**config.mk**
```make
export PLATFORM = sky130hd
export DESIGN_NAME = zx_bus_dma
export DESIGN_NICKNAME = d
export VERILOG_FILES = /design/src/rtl/zx_bus_dma.sv
export SDC_FILE = /design/constraint.sdc
export NUM_CORES = 1
export LEC_CHECK = 0
export CAP_MARGIN = 15
export CORE_ASPECT_RATIO = 0.8
export CORE_UTILIZATION = 37
export DETAILED_ROUTE_END_ITERATION = 8
export GPL_TIMING_DRIVEN = 1
export PLACE_DENSITY_LB_ADDON = 0.3
export SLEW_MARGIN = 20
export SYNTH_ARGS = -nofsm -noshare
export SYNTH_HDL_FRONTEND = slang
export SYNTH_SLANG_ARGS = --single-unit
```
**constraint.sdc**
```tcl
create_clock -name clk_50_clk -period 5 [get_ports clk_50_clk]
set_clock_uncertainty 0.1 [all_clocks]
set_input_delay 0.5 -clock clk_50_clk [delete_from_list [all_inputs] [get_ports clk_50_clk]]
set_output_delay 0.5 -clock clk_50_clk [all_outputs]
set_load 0.05 [all_outputs]
```
**src/rtl/zx_bus_dma.sv**
```systemverilog
// Z80 bus-master DMA engine: requests the Spectrum bus via BUSREQ/BUSACK and
// moves a block of bytes between an internal FIFO and Z80 memory.
module zx_bus_dma #(
  parameter int ADDR_W     = 16,
  parameter int DATA_W     = 8,
  parameter int LEN_W      = 16,
  parameter int DEPTH      = 16,
  parameter int STROBE_CYC = 3
) (
  input  logic              clk_50_clk,
  input  logic              reset_reset,
  input  logic              cmd_valid,
  output logic              cmd_ready,
  input  logic              cmd_write,
  input  logic [ADDR_W-1:0] cmd_addr,
  input  logic [LEN_W-1:0]  cmd_len,
  input  logic              abort,
  input  logic [DATA_W-1:0] in_data,
  input  logic              in_valid,
  output logic              in_ready,
  output logic [DATA_W-1:0] out_data,
  output logic              out_valid,
  input  logic              out_ready,
  output logic              bus_req_n,
  input  logic              bus_ack_n,
  output logic [ADDR_W-1:0] addr_out,
  output logic [DATA_W-1:0] data_out,
  output logic              data_oe,
  input  logic [DATA_W-1:0] data_in,
  output logic              mreq_n,
  output logic              rd_n,
  output logic              wr_n,
  output logic              busy,
  output logic              done,
  output logic              aborted,
  output logic [LEN_W-1:0]  remaining
);

  localparam int PW = (DEPTH > 1) ? $clog2(DEPTH) : 1;
  localparam int SW = (STROBE_CYC > 1) ? $clog2(STROBE_CYC) : 1;
  localparam logic [PW:0]   FULL_CNT    = (PW+1)'(DEPTH);
  localparam logic [SW-1:0] STROBE_LAST = SW'(STROBE_CYC - 1);

  typedef enum logic [2:0] {IDLE, REQ, SETUP, STROBE, HOLD, RELEASE, FIN} state_t;

  state_t state, state_next;

  logic              ack_s1, ack_s2;
  logic              mode_write;
  logic              abort_pend;
  logic [ADDR_W-1:0] cur_addr, last_addr;
  logic [DATA_W-1:0] data_reg;
  logic [SW-1:0]     strobe_cnt;

  logic [DATA_W-1:0] mem [DEPTH];
  logic [PW-1:0]     wr_ptr, rd_ptr;
  logic [PW:0]       count;
  logic              full, empty;
  logic              eng_push, eng_pop, push, pop;
  logic              port_push_ok, port_pop_ok;
  logic [DATA_W-1:0] push_data, fifo_head;
  logic              strobe_last, go, abort_now;

  // BUSACK comes straight off the Z80 pins, so it is double-registered first.
  always_ff @(posedge clk_50_clk) begin
    if (reset_reset) begin
      ack_s1 <= 1'b1;
      ack_s2 <= 1'b1;
    end else begin
      ack_s1 <= bus_ack_n;
      ack_s2 <= ack_s1;
    end
  end

  assign full        = (count == FULL_CNT);
  assign empty       = (count == '0);
  assign fifo_head   = mem[rd_ptr];
  assign strobe_last = (strobe_cnt == STROBE_LAST);
  assign go          = mode_write ? !empty : !full;
  assign abort_now   = abort_pend || abort;

  // During a transfer the engine owns one side of the FIFO; the other side stays open.
  assign eng_push     = (state == STROBE) && !mode_write && strobe_last;
  assign eng_pop      = (state == STROBE) && mode_write && strobe_last;
  assign port_push_ok = (state == IDLE) || mode_write;
  assign port_pop_ok  = (state == IDLE) || !mode_write;
  assign in_ready     = !full && port_push_ok;
  assign out_valid    = !empty && port_pop_ok;
  assign out_data     = fifo_head;
  assign push         = eng_push ? !full : (in_valid && in_ready);
  assign pop          = eng_pop ? !empty : (out_valid && out_ready);
  assign push_data    = eng_push ? data_in : in_data;

  always_ff @(posedge clk_50_clk) begin
    if (push) mem[wr_ptr] <= push_data;
  end

  always_ff @(posedge clk_50_clk) begin
    if (reset_reset) begin
      wr_ptr <= '0;
      rd_ptr <= '0;
      count  <= '0;
    end else begin
      if (push) wr_ptr <= wr_ptr + 1'b1;
      if (pop)  rd_ptr <= rd_ptr + 1'b1;
      case ({push, pop})
        2'b10:   count <= count + 1'b1;
        2'b01:   count <= count - 1'b1;
        default: count <= count;
      endcase
    end
  end

  always_ff @(posedge clk_50_clk) begin
    if (reset_reset) state <= IDLE;
    else             state <= state_next;
  end

  // A SETUP that is still stalled has not started a memory cycle, so abort may leave from there.
  always_comb begin
    state_next = state;
    case (state)
      IDLE:    if (cmd_valid) state_next = (cmd_len == '0) ? FIN : REQ;
      REQ: begin
        if (abort_now)    state_next = RELEASE;
        else if (!ack_s2) state_next = SETUP;
      end
      SETUP: begin
        if (go)             state_next = STROBE;
        else if (abort_now) state_next = RELEASE;
      end
      STROBE:  if (strobe_last) state_next = HOLD;
      HOLD:    state_next = ((remaining == LEN_W'(1)) || abort_now) ? RELEASE : SETUP;
      RELEASE: state_next = FIN;
      FIN:     state_next = IDLE;
      default: state_next = IDLE;
    endcase
  end

  always_ff @(posedge clk_50_clk) begin
    if (reset_reset) begin
      mode_write <= 1'b0;
      cur_addr   <= '0;
      last_addr  <= '0;
      remaining  <= '0;
      data_reg   <= '0;
      strobe_cnt <= '0;
      abort_pend <= 1'b0;
    end else begin
      if (state == IDLE) abort_pend <= 1'b0;
      else if (abort && (state inside {REQ, SETUP, STROBE, HOLD})) abort_pend <= 1'b1;
      if (state inside {SETUP, STROBE, HOLD}) last_addr <= cur_addr;
      case (state)
        IDLE: begin
          if (cmd_valid) begin
            mode_write <= cmd_write;
            cur_addr   <= cmd_addr;
            remaining  <= cmd_len;
          end
        end
        SETUP: begin
          strobe_cnt <= '0;
          if (go && mode_write) data_reg <= fifo_head;
        end
        STROBE: strobe_cnt <= strobe_cnt + 1'b1;
        HOLD: begin
          cur_addr  <= cur_addr + 1'b1;
          remaining <= remaining - 1'b1;
        end
        default: ;
      endcase
    end
  end

  // Write data stays latched in data_reg so HOLD keeps it on the pins after the pop.
  always_comb begin
    bus_req_n = 1'b1;
    mreq_n    = 1'b1;
    rd_n      = 1'b1;
    wr_n      = 1'b1;
    data_oe   = 1'b0;
    data_out  = data_reg;
    addr_out  = last_addr;
    cmd_ready = 1'b0;
    busy      = 1'b1;
    done      = 1'b0;
    aborted   = 1'b0;
    case (state)
      IDLE: begin
        cmd_ready = 1'b1;
        busy      = 1'b0;
      end
      REQ: bus_req_n = 1'b0;
      SETUP: begin
        bus_req_n = 1'b0;
        addr_out  = cur_addr;
        if (go) begin
          mreq_n = 1'b0;
          if (mode_write) begin
            data_oe  = 1'b1;
            data_out = fifo_head;
          end
        end
      end
      STROBE: begin
        bus_req_n = 1'b0;
        addr_out  = cur_addr;
        mreq_n    = 1'b0;
        if (mode_write) begin
          wr_n    = 1'b0;
          data_oe = 1'b1;
        end else begin
          rd_n = 1'b0;
        end
      end
      HOLD: begin
        bus_req_n = 1'b0;
        addr_out  = cur_addr;
        data_oe   = mode_write;
      end
      FIN: begin
        done    = 1'b1;
        aborted = abort_pend;
      end
      default: ;
    endcase
  end

endmodule

```
==> key figures, run 1 <==
Timing
  – Worst setup margin: 0.952 ns
  – Final min period: 4.05 ns
  – Max Fclk: 247 MHz
  – Min Hold Slack: 0.312 ns
  – Setup TNS: 0 ns
  – RSZ-0062 raised after global routing: false
  – Slew Limit Fails: 0
  – Endpoints failing hold: 0
  – Normalized max-slew margin: 0.344
  – Worst Max-Slew Pin Slew: 0.980 ns
  – Setup-failing EPs final: 0
  – Fin crit share: 0.810

Power
  – Leakage power: 0.00387 uW
  – Peak VDD IR: 0.000219 V
  – Power Density: 550 nW/um^2
  – Design Power: 6320 uW

Synth
  – Post-synth ARST share: 0
  – Syn. warnings: 0
  – Cells after Synth: 719
  – Post-synth EDFFs: 128
  – Top FF cell, synth: edfxtp_1
  – Syn_nets: 788
  – Synth Cell Area: 9170 um^2
  – Yosys reg bits: 210
  – Yosys cell types: 56
  – Post-Syn Area per Cell: 12.8 um^2
  – Part of the Yosys area used for sequential elements: 0.598

Clock network
  – Clock sinks: 210
  – Post-CTS Repair Setup Buffers: 0
  – Reg clk slew, reported paths: 0.06 ns
  – Clock Latency Late Sink: 0.50 ns
  – # H-tree levels: 1
  – Number of buffers inserted by hold repair at cts: 0
  – # resized after CTS: 0
  – Clock Tree Root: clkbuf_16
  – Maximum clock path buffer count: 3
  – CTS tree: yes
  – Num CTS Buffers: 23

Placed design
  – Placement Setup Slack: 1.20 ns
  – IO Port Bufs: 114
  – Placer Congestion: 0.847
  – Area after DPL: 10700 um^2
  – Final HPWL DP: 15200 um

Layout
  – Register area: 5490 um^2
  – Layout cells sized above 1: 0.163
  – Multi-input logic area: 3460 um^2
  – Fill cells: 2187
  – Final instance area: 11500 um^2
  – Fin nets: 902
  – Max FFs per register: 128
  – Syn-to-layout area delta: 25.3%
  – Largest Register: mem
  – ANT cells: 0

Routing
  – DRC violations left: 0
  – Length of the first detailed-routing pass in iterations: 5
  – Vias: 6344
  – Iter 0 DRT Violations: 557
  – Antenna Nets Post-Route: 0
  – Avg Vias per Cell: 5.44
  – Drt total wl: 22400 um
  – DR WL/cell: 19.2 um

Global route
  – Largest net degree at the start of global routing: 53
  – Number of global-route vias before repair: 6040
  – GRT overflow: 0
  – Total Routing Usage GR: 0.180
  – Initial antenna violation count: 0
  – Global-route wire length before repair: 35100 um

Critical path
  – Highest fanout seen on the critical path: 9
  – Worst Setup Path Type: reg2out
  – Crit path cell chain: or4_1, nor2_1, nand3b_1, mux2_2, clkdlybuf4s50_1
  – CP Launch Type: register
  – CP top delay family: simple AND/OR/NAND/NOR gates
  – Slowest stage delay, CP: 0.71 ns
  – CP Buf/Inv Count: 1
  – Crit path arrival time: 3.45 ns
  – Critical path endpoint category: primary output
  – Slowest-stage cell, CP: clkdlybuf4s50_1
  – Worst Path Required: 4.40 ns

Die
  – IO Count: 115
  – Initial core utilization: 0.377
  – Die height: 143 um
  – Num rows: 51
  – Core Area: 24300 um^2
  – Total Die Area: 25400 um^2
  – Die X: 178 um

Status
  – Status: finished clean

Worst hold path
  – Worst Hold Class: reg2reg

Flow run
  – Max-cap viol count: 0
## final timing paths
path | slack, ns | depth (start not counted) | start | endpoint
max reg2reg | 1.45 | 11 | state[0]$_SDFFE_PP0P_ | count[4]$_SDFFE_PP0P_
min | 0.31 | 1 | ack_s1$_SDFF_PP1_ | ack_s2$_SDFF_PP1_
max | 0.95 | 5 | count[1]$_SDFFE_PP0P_ | data_out[4]
min reg2reg | 0.31 | 1 | ack_s1$_SDFF_PP1_ | ack_s2$_SDFF_PP1_
## cells in the final DEF, fill, tap and decap left out, drive strengths merged, types with 5 or more instances in the layout
master | netlist | routed
clkdlybuf4s50 | 0 | 113
buf | 9 | 22
o31ai | 5 | 5
o21ai | 21 | 21
mux2 | 34 | 34
nor4 | 21 | 21
nand2 | 41 | 41
a31oi | 11 | 11
clkbuf | 37 | 31
nand3b | 7 | 7
xnor2 | 9 | 9
inv | 13 | 13
a21oi | 41 | 41
o211ai | 7 | 7
nand3 | 11 | 11
clkinv | 0 | 5
or4 | 7 | 7
edfxtp | 128 | 128
nor3 | 16 | 16
mux4 | 32 | 32
nor2 | 46 | 46
or3 | 9 | 9
nor2b | 29 | 29
ha | 13 | 13
a22oi | 21 | 21
dfxtp | 82 | 82
nor3b | 5 | 5
## cells by family (layout without fill, tap and decap cells)
group,Yosys count,after routing,share of synthesized area
xor+xnor,13,13,0.0124
fa+ha+maj,13,13,0.0177
mux,69,69,0.124
simple gates,223,223,0.132
buf+inv,59,189,0.0250
compound gates,132,132,0.0911
flops,210,210,0.598
## worst register-to-register path: stages, from the launching register on
cell	delay, ns
dfxtp_1	0.81
o31ai_1	0.17
a2bb2oi_1	0.44
nor2_1	0.21
ha_1	0.35
xor2_1	0.19
ha_1	0.23
a211o_1	0.28
nand2_1	0.08
nand3b_1	0.07
a31oi_1	0.17
mux2_2	0.35
## layer usage
layer,vias up,share of wire,GRT usage
li1,2991,-,-
met1,3142,0.49,0.273
met2,180,0.43,0.262
met3,31,0.059,0.0314
met4,0,0.022,0.0513
met5,-,0,0
## power by group
part	total (uW)	switching, uW	leakage (uW)	internal (uW)
clock	1780	666	0.000391	1110
combinational	2330	1440	0.00165	886
sequential	2220	192	0.00182	2020
## cell type report
cell class / count / area share
clock buffers: 31 / 0.0562
clock inverters: 10 / 0.0135
inverters: 13 / 0.00425
multi-input cells: 450 / 0.301
flip-flops and latches: 210 / 0.477
well taps: 318 / 0.0346
repair buffers: 135 / 0.113
## cells in the mapped netlist, types with 3 or more instances
master,number,area share
a211oi_1,4,0.0033
a21oi_1,41,0.022
a221oi_1,3,0.0029
a22oi_1,21,0.017
a31oi_1,11,0.0075
and2_1,4,0.0027
and3_1,4,0.0027
and4_1,3,0.0029
buf_1,3,0.0012
buf_2,6,0.0033
clkbuf_1,37,0.015
dfxtp_1,82,0.18
edfxtp_1,128,0.42
ha_1,13,0.018
inv_1,13,0.0053
mux2_2,34,0.042
mux2i_1,3,0.0033
mux4_2,32,0.079
nand2_1,41,0.017
nand2b_1,4,0.0027
nand3_1,11,0.0060
nand3b_1,7,0.0057
nand4_1,4,0.0027
nand4b_1,3,0.0029
nor2_1,46,0.019
nor2b_1,29,0.020
nor3_1,16,0.0087
nor3b_1,5,0.0041
nor4_1,21,0.014
o211ai_1,7,0.0057
o21ai_0,20,0.011
o22ai_1,3,0.0020
o31ai_1,5,0.0041
or3_1,9,0.0061
or4_1,4,0.0033
or4b_2,3,0.0033
xnor2_1,9,0.0086
xor2_1,4,0.0038
## stage by stage
stage | cells | utilization
after detailed placement | 1126 | 0.440
after CTS | 1167 | 0.473
after floorplan | 719 | -
after global placement | 1126 | 0.440
after global routing | 1167 | 0.473
final | 1167 | 0.473
(Power assumes the default switching activity.)
==> run 2, diff against run 1 <==
- clock period: 5 -> 3.82 ns (I/O delays scaled with it)
==> key figures, run 2 (synthesis gave the netlist of run 1 again) <==
Routing
  – DRC violations left: 0
  – Iter 0 DRT Violations: 724
  – Vias: 6293
  – Drt total wl: 22200 um
  – DR WL/cell: 18.9 um
  – Avg Vias per Cell: 5.36
  – Antenna Nets Post-Route: 0
  – Length of the first detailed-routing pass in iterations: 5

Clock network
  – Reg clk slew, reported paths: 0.06 ns
  – Clock Latency Late Sink: 0.50 ns
  – # H-tree levels: 1
  – CTS tree: yes
  – Num CTS Buffers: 22
  – Clock sinks: 210
  – Maximum clock path buffer count: 3
  – Clock Tree Root: clkbuf_16

Global route
  – Total Routing Usage GR: 0.177
  – Initial antenna violation count: 1
  – Largest net degree at the start of global routing: 37
  – GRT overflow: 0
  – Number of global-route vias before repair: 5852
  – Global-route wire length before repair: 34300 um

Layout
  – Most frequent cells in the layout: edfxtp_1 (128), clkdlybuf4s50_1 (89), dfxtp_1 (81)
  – Max FFs per register: 128
  – Fill cells: 2143
  – Layout cells sized above 1: 0.186
  – Final instance area: 11500 um^2
  – Largest Register: mem
  – Syn-to-layout area delta: 25.1%
  – ANT cells: 0
  – Fin cells: 1173
  – Commonest non-fill, non-tap cell in the layout: edfxtp_1
  – Fin nets: 912

Timing
  – Setup TNS: 0 ns
  – Slew Limit Fails: 0
  – Setup-failing EPs final: 0
  – Normalized max-slew margin: 0.512
  – RSZ-0062 raised after global routing: false
  – Max Fclk: 298 MHz
  – Fin crit share: 0.879
  – Endpoints failing hold: 0
  – Worst Max-Slew Pin Slew: 0.731 ns
  – Final min period: 3.36 ns

Critical path
  – R2r setup slk: 0.46 ns
  – Crit path arrival time: 3.65 ns
  – Highest fanout seen on the critical path: 10
  – R2r endpoint: count[4]$_SDFFE_PP0P_
  – Worst Setup Path Type: reg2reg
  – Worst R2R Path Depth: 11
  – CP Launch Type: register
  – Worst Path Required: 4.11 ns
  – Reg-to-reg startpoint: count[1]$_SDFFE_PP0P_
  – Critical path endpoint category: register

Power
  – Pint: 5110 uW
  – Combinational share of power: 0.385
  – Switching Share: 0.368
  – Clock share of power: 0.261
  – Sequential power share: 0.354
  – Switch Pwr: 2980 uW
  – Power Density: 705 nW/um^2
  – Peak VDD IR: 0.000291 V
  – Leakage power: 0.00406 uW

Status
  – Status: finished clean

Die
  – Die X: 178 um
  – Initial core utilization: 0.377
  – IO Count: 115
  – Die height: 143 um
  – Core Area: 24300 um^2
  – Num rows: 51
  – Total Die Area: 25400 um^2

Placed design
  – Placer Congestion: 0.847
  – Area after DPL: 10700 um^2
  – IO Port Bufs: 114
  – Placed Instances: 1137
  – Final HPWL DP: 15100 um

Worst hold path
  – Worst hold path endpoint: remaining[1]$_SDFFE_PP0P_
  – Worst Hold Class: in2reg
  – Hold Startpoint: reset_reset
  – Min-Delay Path Depth: 2

Flow run
  – Max-cap viol count: 0
==> run 2: per-stage QoR <==
step,hold slack [ns],setup slack (ns),utilization,power [uW]
2_1_floorplan,0.289,0.345,-,5050
3_3_place_gp,0.301,0.369,0.442,6000
3_5_place_dp,0.303,0.365,0.442,6020
4_1_cts,0.209,0.0341,0.471,8150
5_1_grt,0.223,0.201,0.472,8480
6_report,0.227,0.463,0.472,8090
==> run 2: layer usage <==
| metal | up-vias | track usage | wire length, um | share of wire |
|---|---|---|---|---|
| met3 | 29 | 0.0229 | 1360 | 0.061 |
| met1 | 3057 | 0.275 | 10900 | 0.49 |
| met2 | 199 | 0.259 | 9540 | 0.43 |
| met5 | - | 0 | 11 | 0.00050 |
| li1 | 3006 | - | - | - |
| met4 | 2 | 0.0396 | 350 | 0.016 |
==> run 2: how the worst max path moves through the flow <==
stage,slack (ns),to,startpoint,cells past startpoint
3_3_place_gp,0.37,count[4]$_SDFFE_PP0P_,in_valid,12
5_1_grt,0.20,count[4]$_SDFFE_PP0P_,state[1]$_SDFFE_PP0P_,11
3_5_place_dp,0.37,count[4]$_SDFFE_PP0P_,in_valid,12
6_report,0.46,count[4]$_SDFFE_PP0P_,count[1]$_SDFFE_PP0P_,11
4_1_cts,0.03,data_out[0],count[1]$_SDFFE_PP0P_,6
2_1_floorplan,0.34,count[4]$_SDFFE_PP0P_,state[1]$_SDFFE_PP0P_,14
==> run 2: power groups by stage <==
stage / combinational (uW) / sequential, uW / clock (uW)
finish: 3110 / 2870 / 2110
CTS: 3120 / 2870 / 2160
floorplan: 2060 / 2990 / 0
global placement: 3100 / 2910 / 0
global route: 3340 / 2910 / 2240
detailed placement: 3110 / 2910 / 0
==> run 2: worst max-delay path, cell delays in order (launching register included) <==
cell and delay (ns):
dfxtp_1 0.38, or4_1 0.59, nor2_1 0.31, nor2_1 0.18
ha_1 0.35, xor2_1 0.19, ha_1 0.23, a211o_1 0.27
nand2_1 0.07, nand3b_1 0.07, a31oi_1 0.16, mux2_2 0.34
==> run 2: layout make-up <==
class	instances	area (um^2)	area share
flip-flops and latches	210	5490	0.478
multi-input cells	450	3460	0.302
repair buffers	146	1370	0.119
clock buffers	29	628	0.0547
well taps	318	398	0.0347
clock inverters	7	81.3	0.00709
inverters	13	48.8	0.00425
==> run 2: timing repair <==
item	in CTS	in global routing
hold buffers	0	0
gates resized for setup	0	8
buffers inserted	0	0
endpoints found under the setup margin	0	8
